===== config.mk =====
export PLATFORM = sky130hd
export DESIGN_NAME = entity_slot_scheduler
export DESIGN_NICKNAME = d
export VERILOG_FILES = /design/src/rtl/ppu_pkg.sv /design/src/rtl/rr_arbiter.sv /design/src/rtl/entity_slot_scheduler.sv
export SDC_FILE = /design/constraint.sdc
export NUM_CORES = 1
export LEC_CHECK = 0
export CORE_ASPECT_RATIO = 1.5
export CORE_UTILIZATION = 49
export CTS_BUF_LIST = sky130_fd_sc_hd__clkbuf_8 sky130_fd_sc_hd__clkbuf_16
export CTS_CLUSTER_SIZE = 20
export DETAILED_ROUTE_END_ITERATION = 16
export PLACE_DENSITY = 0.81
export RECOVER_POWER = 25
export SYNTH_ARGS = -nofsm -noshare
export SYNTH_HDL_FRONTEND = slang
export SYNTH_SLANG_ARGS = --single-unit

===== constraint.sdc =====
create_clock -name clk_in -period 3.6 [get_ports clk_in]
set_input_delay 0.72 -clock clk_in [delete_from_list [all_inputs] [get_ports clk_in]]
set_output_delay 0.72 -clock clk_in [all_outputs]
set_load 0.03 [all_outputs]

===== src/rtl/ppu_pkg.sv =====
// Shared PPU definitions: entity record layout, the empty-slot marker and the
// slot scheduler's FSM encoding.
package ppu_pkg;

    localparam int ENT_W = 15;

    // ID 4'hF marks a slot the PPU must not draw.
    localparam logic [ENT_W-1:0] EMPTY_ENTITY = 15'h3C00;

    localparam int DIS_BIT = 14;
    localparam int ID_MSB  = 13;
    localparam int ID_LSB  = 10;
    localparam int OR_MSB  = 9;
    localparam int OR_LSB  = 8;
    localparam int LOC_MSB = 7;
    localparam int LOC_LSB = 0;

    typedef enum logic [1:0] {
        ST_ACCEPT = 2'd0,
        ST_COPY   = 2'd1,
        ST_DONE   = 2'd2
    } sched_state_t;

    function automatic logic [ENT_W-1:0] make_entity(
        input logic       dis,
        input logic [3:0] id,
        input logic [1:0] orient,
        input logic [7:0] loc
    );
        logic [ENT_W-1:0] e;
        e = '0;
        e[DIS_BIT]         = dis;
        e[ID_MSB:ID_LSB]   = id;
        e[OR_MSB:OR_LSB]   = orient;
        e[LOC_MSB:LOC_LSB] = loc;
        return e;
    endfunction

endpackage


===== src/rtl/rr_arbiter.sv =====
// Combinational round-robin arbiter: picks the first requester at or after
// rr_ptr (wrapping modulo NUM_REQ) and returns it one-hot.
module rr_arbiter #(
    parameter int NUM_REQ = 4,
    parameter int PTR_W   = (NUM_REQ > 1) ? $clog2(NUM_REQ) : 1
) (
    input  logic [NUM_REQ-1:0] req,
    input  logic [PTR_W-1:0]   rr_ptr,
    output logic [NUM_REQ-1:0] grant,
    output logic               grant_valid
);

    // Search offsets k = 0..NUM_REQ-1 from the pointer; the wrap is an explicit
    // subtraction so non-power-of-2 requester counts rotate correctly.
    always_comb begin
        int target;
        grant       = '0;
        grant_valid = 1'b0;
        target      = 0;
        for (int k = 0; k < NUM_REQ; k++) begin
            target = int'(rr_ptr) + k;
            if (target >= NUM_REQ) begin
                target = target - NUM_REQ;
            end
            for (int i = 0; i < NUM_REQ; i++) begin
                if (!grant_valid && req[i] && (i == target)) begin
                    grant[i]    = 1'b1;
                    grant_valid = 1'b1;
                end
            end
        end
    end

endmodule


===== src/rtl/entity_slot_scheduler.sv =====
// Collects entity-record writes into a shadow table and copies it into the
// live table at the start of vblank, so sprites only change between frames.
module entity_slot_scheduler #(
    parameter int NUM_REQ     = 4,
    parameter int NUM_SLOTS   = 16,
    parameter int ENT_W       = ppu_pkg::ENT_W,
    parameter int VBLANK_LINE = 480
) (
    input  logic                       clk_in,
    input  logic                       reset,
    input  logic [NUM_REQ-1:0]         req_valid,
    input  logic [NUM_REQ*4-1:0]       req_slot,
    input  logic [NUM_REQ*ENT_W-1:0]   req_data,
    output logic [NUM_REQ-1:0]         req_ack,
    input  logic [9:0]                 counter_V,
    output logic [NUM_SLOTS*ENT_W-1:0] slot_out,
    output logic                       frame_commit,
    output logic                       busy
);
    import ppu_pkg::*;

    localparam int PTR_W = (NUM_REQ > 1) ? $clog2(NUM_REQ) : 1;
    localparam int IDX_W = (NUM_SLOTS > 1) ? $clog2(NUM_SLOTS) : 1;
    localparam logic [ENT_W-1:0] EMPTY   = ENT_W'(EMPTY_ENTITY);
    localparam logic [9:0]       VB_LINE = 10'(VBLANK_LINE);
    localparam logic [IDX_W-1:0] LAST_IDX = IDX_W'(NUM_SLOTS - 1);
    localparam logic [PTR_W-1:0] LAST_REQ = PTR_W'(NUM_REQ - 1);

    sched_state_t     state;
    logic [IDX_W-1:0] copy_idx;
    logic [PTR_W-1:0] rr_ptr;
    logic [9:0]       prev_V;
    logic [ENT_W-1:0] shadow [NUM_SLOTS];
    logic [ENT_W-1:0] live   [NUM_SLOTS];

    logic               vb_edge;
    logic [NUM_REQ-1:0] eligible;
    logic [NUM_REQ-1:0] grant;
    logic               grant_valid;
    logic [PTR_W-1:0]   grant_idx;
    logic [PTR_W-1:0]   next_ptr;
    logic [3:0]         win_slot;
    logic [ENT_W-1:0]   win_data;

    assign vb_edge = (counter_V == VB_LINE) && (prev_V != VB_LINE);

    // A requester whose ack is showing this cycle is still holding its old
    // request on the bus, so it must not be granted a second time.
    assign eligible = req_valid & ~req_ack;

    rr_arbiter #(
        .NUM_REQ (NUM_REQ),
        .PTR_W   (PTR_W)
    ) u_arbiter (
        .req         (eligible),
        .rr_ptr      (rr_ptr),
        .grant       (grant),
        .grant_valid (grant_valid)
    );

    always_comb begin
        grant_idx = '0;
        win_slot  = '0;
        win_data  = '0;
        for (int i = 0; i < NUM_REQ; i++) begin
            if (grant[i]) begin
                grant_idx = PTR_W'(i);
                win_slot  = req_slot[i*4 +: 4];
                win_data  = req_data[i*ENT_W +: ENT_W];
            end
        end
        next_ptr = (grant_idx == LAST_REQ) ? '0 : grant_idx + 1'b1;
    end

    // A vblank edge seen in ACCEPT wins over any pending request that cycle;
    // edges arriving while a commit is already running are dropped.
    always_ff @(posedge clk_in) begin
        if (reset) begin
            state        <= ST_ACCEPT;
            copy_idx     <= '0;
            rr_ptr       <= '0;
            prev_V       <= '0;
            req_ack      <= '0;
            frame_commit <= 1'b0;
            busy         <= 1'b0;
            for (int k = 0; k < NUM_SLOTS; k++) begin
                shadow[k] <= EMPTY;
                live[k]   <= EMPTY;
            end
        end else begin
            prev_V       <= counter_V;
            req_ack      <= '0;
            frame_commit <= 1'b0;
            case (state)
                ST_ACCEPT: begin
                    if (vb_edge) begin
                        state    <= ST_COPY;
                        copy_idx <= '0;
                        busy     <= 1'b1;
                    end else if (grant_valid) begin
                        shadow[win_slot] <= win_data;
                        req_ack          <= grant;
                        rr_ptr           <= next_ptr;
                    end
                end
                ST_COPY: begin
                    live[copy_idx] <= shadow[copy_idx];
                    copy_idx       <= copy_idx + 1'b1;
                    if (copy_idx == LAST_IDX) begin
                        state        <= ST_DONE;
                        frame_commit <= 1'b1;
                    end
                end
                ST_DONE: begin
                    state <= ST_ACCEPT;
                    busy  <= 1'b0;
                end
                default: begin
                    state <= ST_ACCEPT;
                    busy  <= 1'b0;
                end
            endcase
        end
    end

    always_comb begin
        slot_out = '0;
        for (int k = 0; k < NUM_SLOTS; k++) begin
            slot_out[k*ENT_W +: ENT_W] = live[k];
        end
    end

endmodule


; ---- Word-level counts from Yosys, hierarchy flattened
; Memory sizes are Yosys's and may differ from the RTL's. A register that Yosys moved wholly into a read port is not among the register bits.
; Cells that the tools add are included.
[op_classes]
addsub = 9
magnitude_cmp = 4
n_eq_ne = 19
n_mux = 73
bitwise_logic = 6
n_reduce_logical = 61
[op_table]
columns = cell, count
row1 = "3-bit by 32-bit equality test with 1-bit output, first input constant", 8
row2 = "2-bit by 32-bit equality test with 1-bit output, first input constant", 4
row3 = 32-bit zero test, 4
row4 = 32-bit two-way mux, 4
row5 = "32-bit by 4-bit >= comparator with 1-bit output, second input constant", 3
row6 = "32-bit by 4-bit subtractor with 32-bit output, second input constant", 3
row7 = 15-bit two-way mux, 6
row8 = 1-bit two-way mux, 46
row9 = 4-bit two-way mux, 9
row10 = 1-bit logical AND, 32
row11 = 15-bit OR reduction, 2
row12 = 1-bit zero test, 15
row13 = "10-bit by 9-bit equality test with 1-bit output, second input constant", 1
row14 = 2-bit two-way mux, 5
row15 = "10-bit by 9-bit inequality test with 1-bit output, second input constant", 1
row16 = 4-bit case mux with 2 select lines, 1
row17 = "2-bit by 2-bit adder with 3-bit output, second input constant", 2
row18 = 2-bit AND reduction, 3
row19 = "4-bit by 1-bit adder with 4-bit output, second input constant", 1
row20 = 4-bit bitwise AND, 1
row21 = "4-bit equality test, second input constant", 1
row22 = "2-bit inequality test, second input constant", 2
row23 = 1-bit NOT, 4
row24 = 4-bit NOT, 1
row25 = 13 further kinds, 13
[word_totals]
reg_bits = 24
ramBits = 480
input_bits = 92
out_inout_bits = 246
n_memories = 2
[mem_list]
columns = name, depth, word_bits, rd, rd_ports_with_merged_regs, write_ports, line
row1 = live, 16, 15, 16, 0, 16, entity_slot_scheduler.sv:34  ; logic [ENT_W-1:0] live [NUM_SLOTS];
row2 = shadow, 16, 15, 1, 1, 16, entity_slot_scheduler.sv:33  ; logic [ENT_W-1:0] shadow [NUM_SLOTS];

; ---- Depth between registers and ports, before layout
; Gate-level depths: netlist of run 1.
[logic_depth]
depth_word = 72
mapped_depth = 10

; ---- Modules after synthesis
; From an unflattened synthesis of run 1, not the netlist that was laid out.
[unflattened]
cells_unflattened = 1549
area_unflattened_um2 = 21317.9
[modules_own_cells]
columns = module, n_inst, cells_each, area_each_um2
row1 = entity_slot_scheduler, 1, 1530, 21210.3
row2 = rr_arbiter, 1, 19, 107.6

; ---- Worst setup path before layout of run 1
; No wires, ideal clock.
[synth_timing]
path_type = input -> register
from = in req_valid[0]
to = mem shadow[7][0], enable pin
arrival_time_ns = 3.221
setup_slack_ns = -0.011
cell_stages = 7
path_cell_list = or3b_1 -> a21oi_2 -> nor3_1 -> o41ai_4 -> o2111ai_1 -> clkbuf_1 -> o21bai_1
[synth_rtl]
columns = element, line
row1 = start: declaration, entity_slot_scheduler.sv:11  ; input logic [NUM_REQ-1:0] req_valid,
row2 = end: declaration, entity_slot_scheduler.sv:33

==> results of run 1 <==
-- per-stage QoR --
stage                     worst slack [ns]  cells  setup TNS (ns)  area [sq um]   util
final                                0.455   2569               0         27900  0.649
after detailed placement           -0.0936   2487           -7.36         26400  0.614
after global placement             -0.0402   2487           -2.44         26400  0.614
after global routing                 0.359   2569               0         27900  0.649
after floorplan                    -0.0111   1553          -0.332         21300      -
after CTS                            0.472   2569               0         27900  0.650
-- power groups by stage --
stage | clock (uW) | sequential, uW | combinational [uW]
finish | 4950 | 6980 | 3270
global placement | 0 | 7090 | 3170
CTS | 4960 | 6990 | 3270
detailed placement | 0 | 7120 | 3250
floorplan | 0 | 7300 | 1450
global route | 5180 | 7010 | 3420
-- worst register-to-register path: stages (launching register included) --
cell	delay, ns
sky130_fd_sc_hd__dfxtp_4	0.62
sky130_fd_sc_hd__mux4_2	0.63
sky130_fd_sc_hd__mux2_2	0.31
sky130_fd_sc_hd__o21ai_2	0.99
sky130_fd_sc_hd__nor2_1	0.15
-- final timing paths --
kind	from	endpoint	slack, ns
worst min-delay path	busy$_SDFFE_PP0P_	busy$_SDFFE_PP0P_	0.47
worst min register to register	busy$_SDFFE_PP0P_	busy$_SDFFE_PP0P_	0.47
worst max-delay path	req_valid[3]	shadow[2][5]$_SDFFCE_PN0P_	0.46
worst max register to register	flop	live[1][8]$_SDFFCE_PN0P_	0.60
-- flip-flops by register name (all words and copies together) (netlist names), named ones only --
name          flops
live            240
shadow          240
prev_V           10
copy_idx          4
req_ack           4
rr_ptr            2
state             2
busy              1
frame_commit      1
-- routing by layer --
layer	vias up	global-route usage	routed length, um
met1	7373	0.286	19700
met4	0	0.149	3230
met3	166	0.0343	3870
met2	879	0.504	32200
met5	-	0	0
li1	6529	-	-
-- cell families after synthesis --
group	synth area share
buf+inv	0.0230
compound gates	0.0392
mux	0.0794
flops	0.703
simple gates	0.152
fa+ha+maj	0.00294
-- area by class of cell --
class / instances / area, sq um / share of cell area
sequential: 508 / 15000 / 0.538
multi-input combinational: 922 / 5920 / 0.212
timing repair buffer: 482 / 4710 / 0.169
clock buffer: 51 / 1230 / 0.0442
tap: 570 / 713 / 0.0256
clock inverter: 31 / 298 / 0.0107
inverter: 5 / 18.8 / 0.000673
-- cell usage in the layout, fill, tap and decap left out, drive strengths merged, types with 4 or more instances in the layout --
master | Yosys | final
edfxtp | 480 | 480
nor2 | 348 | 348
dlygate4sd3 | 0 | 232
nand2 | 160 | 160
buf | 20 | 139
clkdlybuf4s50 | 0 | 104
mux4 | 60 | 60
clkbuf | 98 | 58
nor3 | 54 | 54
nand2b | 38 | 38
nand3 | 37 | 37
dfxtp | 28 | 28
nor4 | 22 | 22
nand4 | 20 | 20
nor2b | 16 | 16
mux2 | 16 | 16
mux2i | 16 | 16
o21ai | 16 | 16
o211ai | 15 | 15
a41oi | 15 | 15
inv | 5 | 12
clkinv | 0 | 12
a21o | 9 | 9
clkinvlp | 0 | 8
o21bai | 6 | 6
nor3b | 5 | 5
and3 | 5 | 5
ha | 5 | 5
a21oi | 5 | 5
and2 | 5 | 5
o211a | 4 | 4
a31o | 4 | 4
o41a | 4 | 4
bufinv | 0 | 4
o2111ai | 4 | 4
==> flow_summary.json, run 1 <==
{
  "vdd.ir_drop.worst_uv": 393,
  "power_switching_share": 0.292,
  "critPathLaunchType": "input port",
  "synth_ff_type": "sky130_fd_sc_hd__edfxtp_1",
  "grt_start_max_net_pins": 45,
  "initial_antenna_violation_count": 0,
  "synth.top_cells.by_area": "sky130_fd_sc_hd__edfxtp_1, sky130_fd_sc_hd__mux4_2, sky130_fd_sc_hd__nor2_1",
  "synth.avg_cell_area_sq_um": 13.7,
  "synthMostInstantiatedCell": "sky130_fd_sc_hd__edfxtp_1",
  "hold_slack_ns": 0.472,
  "sequence_of_cells_on_the_critical_path": "clkdlybuf4s50_1 > nor2b_1 > o21bai_1 > o211a_1 > a2111o_1 > nor4_4 > a21o_1 > buf_12",
  "dr_total_vias": 14900,
  "worst_clock_skew_ns": 0.0305,
  "post-route-period-util": 0.874,
  "routabilityCongestion": 0.884,
  "post_synth_most_frequent_cells": "sky130_fd_sc_hd__edfxtp_1, sky130_fd_sc_hd__nor2_1, sky130_fd_sc_hd__nand2_1",
  "power.total_uw": 15200,
  "tritoncts.num_buffers": 44,
  "global_route_usage_over_all_layers": 0.269,
  "synthArstFlopShare": 0,
  "floorplan.die_area_sq_um": 44300,
  "finalSetupViolCount": 0,
  "clockRootBuffer": "sky130_fd_sc_hd__clkbuf_16",
  "power_leakage_uw": 0.00920,
  "yosysUniqueCellTypes": 59,
  "timing.critical_path.depth": 8,
  "start_util": 0.496,
  "post_cts_resize_count": 0,
  "clk_pin_slew_ns": 0.07,
  "worst_r2r_path_depth": 4,
  "io_pins": 338,
  "synth-edff-count": 480,
  "area.growth.synth_to_final_pct": 30.9,
  "drive_gt1_frac": 0.164,
  "hold-path-cell-count": 1,
  "hpwl_um": 42500,
  "synth_area_sq_um": 21300,
  "cell_internal_pwr_uw": 10800,
  "finalWirelength_um": 59000,
  "cts.repair_timing.setup_buffer_count": 0,
  "drtAntennaViolNets": 0,
  "wire_length_of_the_first_global_routing_pass_um": 87500,
  "power.density_nw_per_um2": 545,
  "worstSkewPairLatency_ns": 0.56,
  "p_switching_uw": 4440,
  "postSynthCellCount": 1553,
  "seq_area_frac_synth": 0.703,
  "maxCapViolCount": 0,
  "die_h_um": 257,
  "number_of_inserted_filler_cells_in_the_final_layout": 2920,
  "syn_nets": 1650,
  "overflow": 0,
  "ys.warnings.count": 0,
  "path_max_fanout": 15,
  "power.share.clock": 0.326,
  "detailedRoute.firstIterationViolations": 1322,
  "timing.final.max_slew_violations": 0,
  "cp.buffers_inverters": 2,
  "holdCritPathClass": "flop to flop",
  "rows": 93,
  "timing_hold_violations_final": 0,
  "combPwrFrac": 0.215,
  "routed_via_density": 5.82,
  "critPathMaxStageDelay_ns": 0.52,
  "io_buffers": 337,
  "outcome": "complete, no violations",
  "fmaxAchievable_mhz": 318,
  "cts_hold_buffers": 0,
  "worstSetupEndpointType": "flop",
  "drcViolationCount": 0,
  "cts_num_sinks": 508,
  "post-synth-top-area-cell": "sky130_fd_sc_hd__edfxtp_1",
  "critPathArrivalTime_ns": 3.42,
  "tritoncts": "yes",
  "crit_path_top_delay_cell": "sky130_fd_sc_hd__a2111o_1",
  "drt_pass1_iterations": 6,
  "final_nets": 2060,
  "fp.dieW_um": 172,
  "min_period_ns": 3.14,
  "critPathRequiredTime_ns": 3.87,
  "core_sq_um": 42900,
  "slew_headroom": 0.0840,
  "grt_setup_unrepaired": "no",
  "yosys.area.top_type_share": 0.677,
  "critical_path.top_delay_family": "compound AO/OA/AOI/OAI gates",
  "power.sequential.fraction": 0.460,
  "number_of_global_route_vias_before_repair": 15100,
  "cts_max_path_buffers": 3,
  "worst-setup-path-type": "input port to flop",
  "synth-seq-cells": 508,
  "wl_per_cell_um": 23.0,
  "insertedDiodeCount": 0,
  "worst_slew_pin_slew_ns": 1.37,
  "h_tree_level_count": 2
}
Note: power is estimated with default switching activity, not from simulation.
==> run 2, diff against run 1 <==
GPL_TIMING_DRIVEN = 0   (was not set)
==> flow_summary.json, run 2 (same netlist as run 1, synthesis figures left out) <==
{
  "outcome": "complete, no violations",
  "timing.setup.tns_ns": 0,
  "tritoncts": "yes",
  "slew_headroom": 0.355,
  "power.density_nw_per_um2": 543,
  "finalWirelength_um": 60700,
  "initial_antenna_violation_count": 0,
  "worstSkewPairLatency_ns": 0.57,
  "routed_via_density": 5.94,
  "worst-setup-path-type": "input port to flop",
  "core_sq_um": 42900,
  "timing.final.max_slew_violations": 0,
  "overflow": 0,
  "post_layout_nonfiller_instances": 2561,
  "placement.cell_area_sq_um": 25400,
  "fp.dieW_um": 172,
  "h_tree_level_count": 2,
  "wire_length_of_the_first_global_routing_pass_um": 88800,
  "min_period_ns": 3.47,
  "worst_reg2reg_setup_slack_ns": 0.15,
  "drtAntennaViolNets": 0,
  "postLayoutCellArea_sq_um": 27300,
  "cts_max_path_buffers": 3,
  "fin_util": 0.636,
  "drt_pass1_iterations": 6,
  "drive_gt1_frac": 0.119,
  "grt_start_max_net_pins": 18,
  "cell_count_after_placement": 2462,
  "area.growth.synth_to_final_pct": 28.2,
  "worstSetupEndpointType": "flop",
  "routabilityCongestion": 0.932,
  "die_h_um": 257,
  "detailedRoute.firstIterationViolations": 1800,
  "layout.cells.most_common_list": "sky130_fd_sc_hd__edfxtp_1, sky130_fd_sc_hd__nor2_1, sky130_fd_sc_hd__dlygate4sd3_1",
  "post-route-period-util": 0.965,
  "reg.largest.list": "live x240, shadow x240, prev_V x10",
  "wl_per_cell_um": 23.7,
  "final_nets": 2054,
  "timing_hold_violations_final": 0,
  "io_pins": 338,
  "worst_slew_pin_slew_ns": 0.968,
  "io_buffers": 337,
  "number_of_global_route_vias_before_repair": 15200,
  "critPathRequiredTime_ns": 3.82,
  "cts_num_sinks": 508,
  "drcViolationCount": 0,
  "maxCapViolCount": 0,
  "fmaxAchievable_mhz": 288,
  "global_route_usage_over_all_layers": 0.273,
  "rows": 93,
  "critPathArrivalTime_ns": 3.70,
  "tritoncts.num_buffers": 44,
  "floorplan.die_area_sq_um": 44300,
  "dr_total_vias": 15200,
  "power_leakage_uw": 0.00883,
  "insertedDiodeCount": 0,
  "power.total_uw": 14800,
  "final_common_cell": "sky130_fd_sc_hd__edfxtp_1",
  "clockRootBuffer": "sky130_fd_sc_hd__clkbuf_16",
  "clk_pin_slew_ns": 0.07,
  "path_max_fanout": 15,
  "holdCritPathClass": "flop to flop",
  "finalSetupViolCount": 0,
  "vdd.ir_drop.worst_uv": 322,
  "worst_clock_skew_ns": 0.0202,
  "hpwl_um": 43600,
  "start_util": 0.496,
  "critPathLaunchType": "input port"
}
## run 2: final timing paths
path | to | startpoint | cells after the start
max | shadow[4][11]$_SDFFCE_PN1P_ | req_valid[0] | 10
min | busy$_SDFFE_PP0P_ | busy$_SDFFE_PP0P_ | 1
max reg2reg | live[0][11]$_SDFFCE_PN1P_ | flop | 7
min reg2reg | busy$_SDFFE_PP0P_ | busy$_SDFFE_PP0P_ | 1
## run 2: where the power goes
part           total (uW)  internal, uW  switching (uW)
clock network        4890          2760            2130
registers            6980          6860             119
logic                2970           836            2140
total               14800         10500            4380
## run 2: per-layer routing
metal  share of wire  global-route usage
met5               0                   0
met4           0.053               0.141
met3           0.081              0.0460
met2            0.54               0.508
met1            0.33               0.288
## run 2: critical path, cell delays in order
cell                              delay [ns]
sky130_fd_sc_hd__clkdlybuf4s50_1        0.45
sky130_fd_sc_hd__nor2b_1                0.14
sky130_fd_sc_hd__buf_2                  0.17
sky130_fd_sc_hd__o21bai_1               0.27
sky130_fd_sc_hd__clkbuf_2               0.30
sky130_fd_sc_hd__and4_1                 0.29
sky130_fd_sc_hd__o41a_1                 0.34
sky130_fd_sc_hd__buf_2                  0.30
sky130_fd_sc_hd__clkbuf_4               0.33
sky130_fd_sc_hd__a31o_4                 0.37
## run 2: cell type report
type                    instances  area (sq um)
fillers                      2962         15600
flip-flops and latches        508         15000
multi-input cells             922          6030
repair buffers                360          3610
clock buffers                  45          1110
well taps                     570           713
plain buffers                 116           488
clock inverters                35           355
inverters                       5          18.8
## run 2: metrics by stage
| step | hold slack, ns | worst slack, ns |
|---|---|---|
| finish | 0.472 | 0.127 |
| global route | 0.511 | -0.00117 |
| CTS | 0.487 | -0.140 |
| detailed placement | 0.466 | -1.24 |
| global placement | 0.455 | -1.85 |
| floorplan | 0.519 | -0.0111 |
## run 2: timing repair
item                                    CTS  global route
endpoints found under the setup margin  264           310
resized for setup                        26            44
hold buffers                              0             0
buffers inserted                         11            10
pin swaps                                 8             3
==> run 3, diff against run 2 <==
CAP_MARGIN = 20   (was not set)
==> results of run 3 <==
Same layout as run 2: the final DEF is identical, and so are final timing and power.
==> edit (settings of run 2) <==
Re-encode `sched_state_t` (3 states) as one-hot, 3 bits wide.
--- a/src/rtl/ppu_pkg.sv
+++ b/src/rtl/ppu_pkg.sv
@@ -15,10 +15,10 @@
     localparam int LOC_MSB = 7;
     localparam int LOC_LSB = 0;
 
-    typedef enum logic [1:0] {
-        ST_ACCEPT = 2'd0,
-        ST_COPY   = 2'd1,
-        ST_DONE   = 2'd2
+    typedef enum logic [2:0] {
+        ST_ACCEPT = 3'b001,
+        ST_COPY   = 3'b010,
+        ST_DONE   = 3'b100
     } sched_state_t;
 
     function automatic logic [ENT_W-1:0] make_entity(
Formal check against the unedited RTL: no difference found for any inputs over 4 cycles, from zero or initial values and one cycle with reset high; so few cycles prove little.
==> edit against run 2 <==
- register-to-register slack worse by 30 ps
- setup slack got worse by 10 ps
- sequential cell count grew 1
- area after synthesis decreased by 0.82%
- critical path depth unchanged
- power is 10% lower
- combinational power is 35% lower
- sequential power is 2% lower
- sequential share of layout area increased by 0.88 points
- final area fell by 1.4%
- fmax fell by 0.29%
- non-clock buffer count shrank 14
- wire length is 6.0% lower
- largest power group unchanged
- highest routed layer unchanged
==> edit: results (changes against run 2) <==
metric,value,unit,change
cts_resized,35,,+35%
irDropWorstVdd,0.000359,V,+11%
drive_above_1_share,12.2,%,+0.34 points
clkPwrFrac,34.5,%,+1.6 points
seq_share,55.7,%,+0.88 points
synthMuxAreaShare,8.00,%,+0.060 points
fmax,0.287,GHz,-0.29%
p_leak,8.71,nW,-1.3%
holdPathEnd,copy_idx[1],,
multi_input_area,5840,sq um,-3.2%
fillers,2920,,-1.4%
outcome,"finished, final reports clean",,
clock_area_share,5.11,%,-0.27 points
place_ws,-1130,ps,+109 ps
m1WireLength,18900,microns,-4.7%
post_drt_wl_per_cell,22.9,microns,-3.4%
multi_input_gates,872,,-5.4%
grt_max_degree,17,,-1
cts_inserted_buffers,43,,-2.3%
endpoint,shadow[4][10],,
synth_fa_ha_area_share,0.237,%,-0.057 points
reg2reg_slack,120,ps,-30 ps
io_buffers,336,,-0.30%
nNonClkBuffers,462,,-2.9%
p_comb,1.92,mW,-35%
grt_use_total,25.9,%,-1.4 points
synth-seq-cells,509,,+0.20%
nonClkBufAreaFrac,14.8,%,-0.25 points
n_all_inverters,6,,+1
final.setup_skew,27.2,ps,+6.94 ps
dr_wl_met2,30600,microns,-6.5%
grt_pass1_vias,14600,,-4.3%
yosys-top-cells-count,"480 x edfxtp_1, 304 x nor2_1, 105 x nand2_1, 103 x nor3_1, 80 x clkbuf_1",,
use_met3,4.01,%,-0.59 points
whs,592,ps,+120 ps
yosysUniqueCellTypes,62,,+5.1%
ys_seq_area_share,71.0,%,+0.68 points
grt_pass1_wl,84500,microns,-4.9%
worst_pin_slew,1050,ps,+84.7 ps
post_cts_buffers,0,,-11
r2r-end,live[6][4],,
synth-compound-area-share,3.66,%,-0.26 points
grt.met2_usage,48.0,%,-2.8 points
-- edit: changes by cell type in the layout (fill, tap and decap cells not counted), moves of 7 or more --
cell,before,now
nand4_1,20,3
nor3_1,52,101
o211ai_1,15,2
clkbuf_1,77,62
a21o_1,1,15
buf_4,19,7
a41oi_1,15,1
nor2_1,346,303
nand2_1,160,105
nor4_1,18,4
buf_2,14,32
nand2b_1,38,57
a222oi_1,0,15
nand2b_4,0,7
-- edit: cell families (layout without fill, tap and decap cells) --
kind of cell    after synthesis  count (layout)
simple gates                679             679
flops                       509             509
buf+inv                     123             547
compound gates               96              96
mux                          92              92
fa+ha+maj                     4               4
xor+xnor                      1               1
-- edit: stage by stage --
stage | area (sq um) | total power [mW] | cells
2_1_floorplan | 21100 | 8.03 | 1504
6_report | 26900 | 13.4 | 2492
3_5_place_dp | 25200 | 8.79 | 2404
5_1_grt | 26900 | 13.7 | 2492
4_1_cts | 26700 | 13.3 | 2483
3_3_place_gp | 25200 | 8.73 | 2404
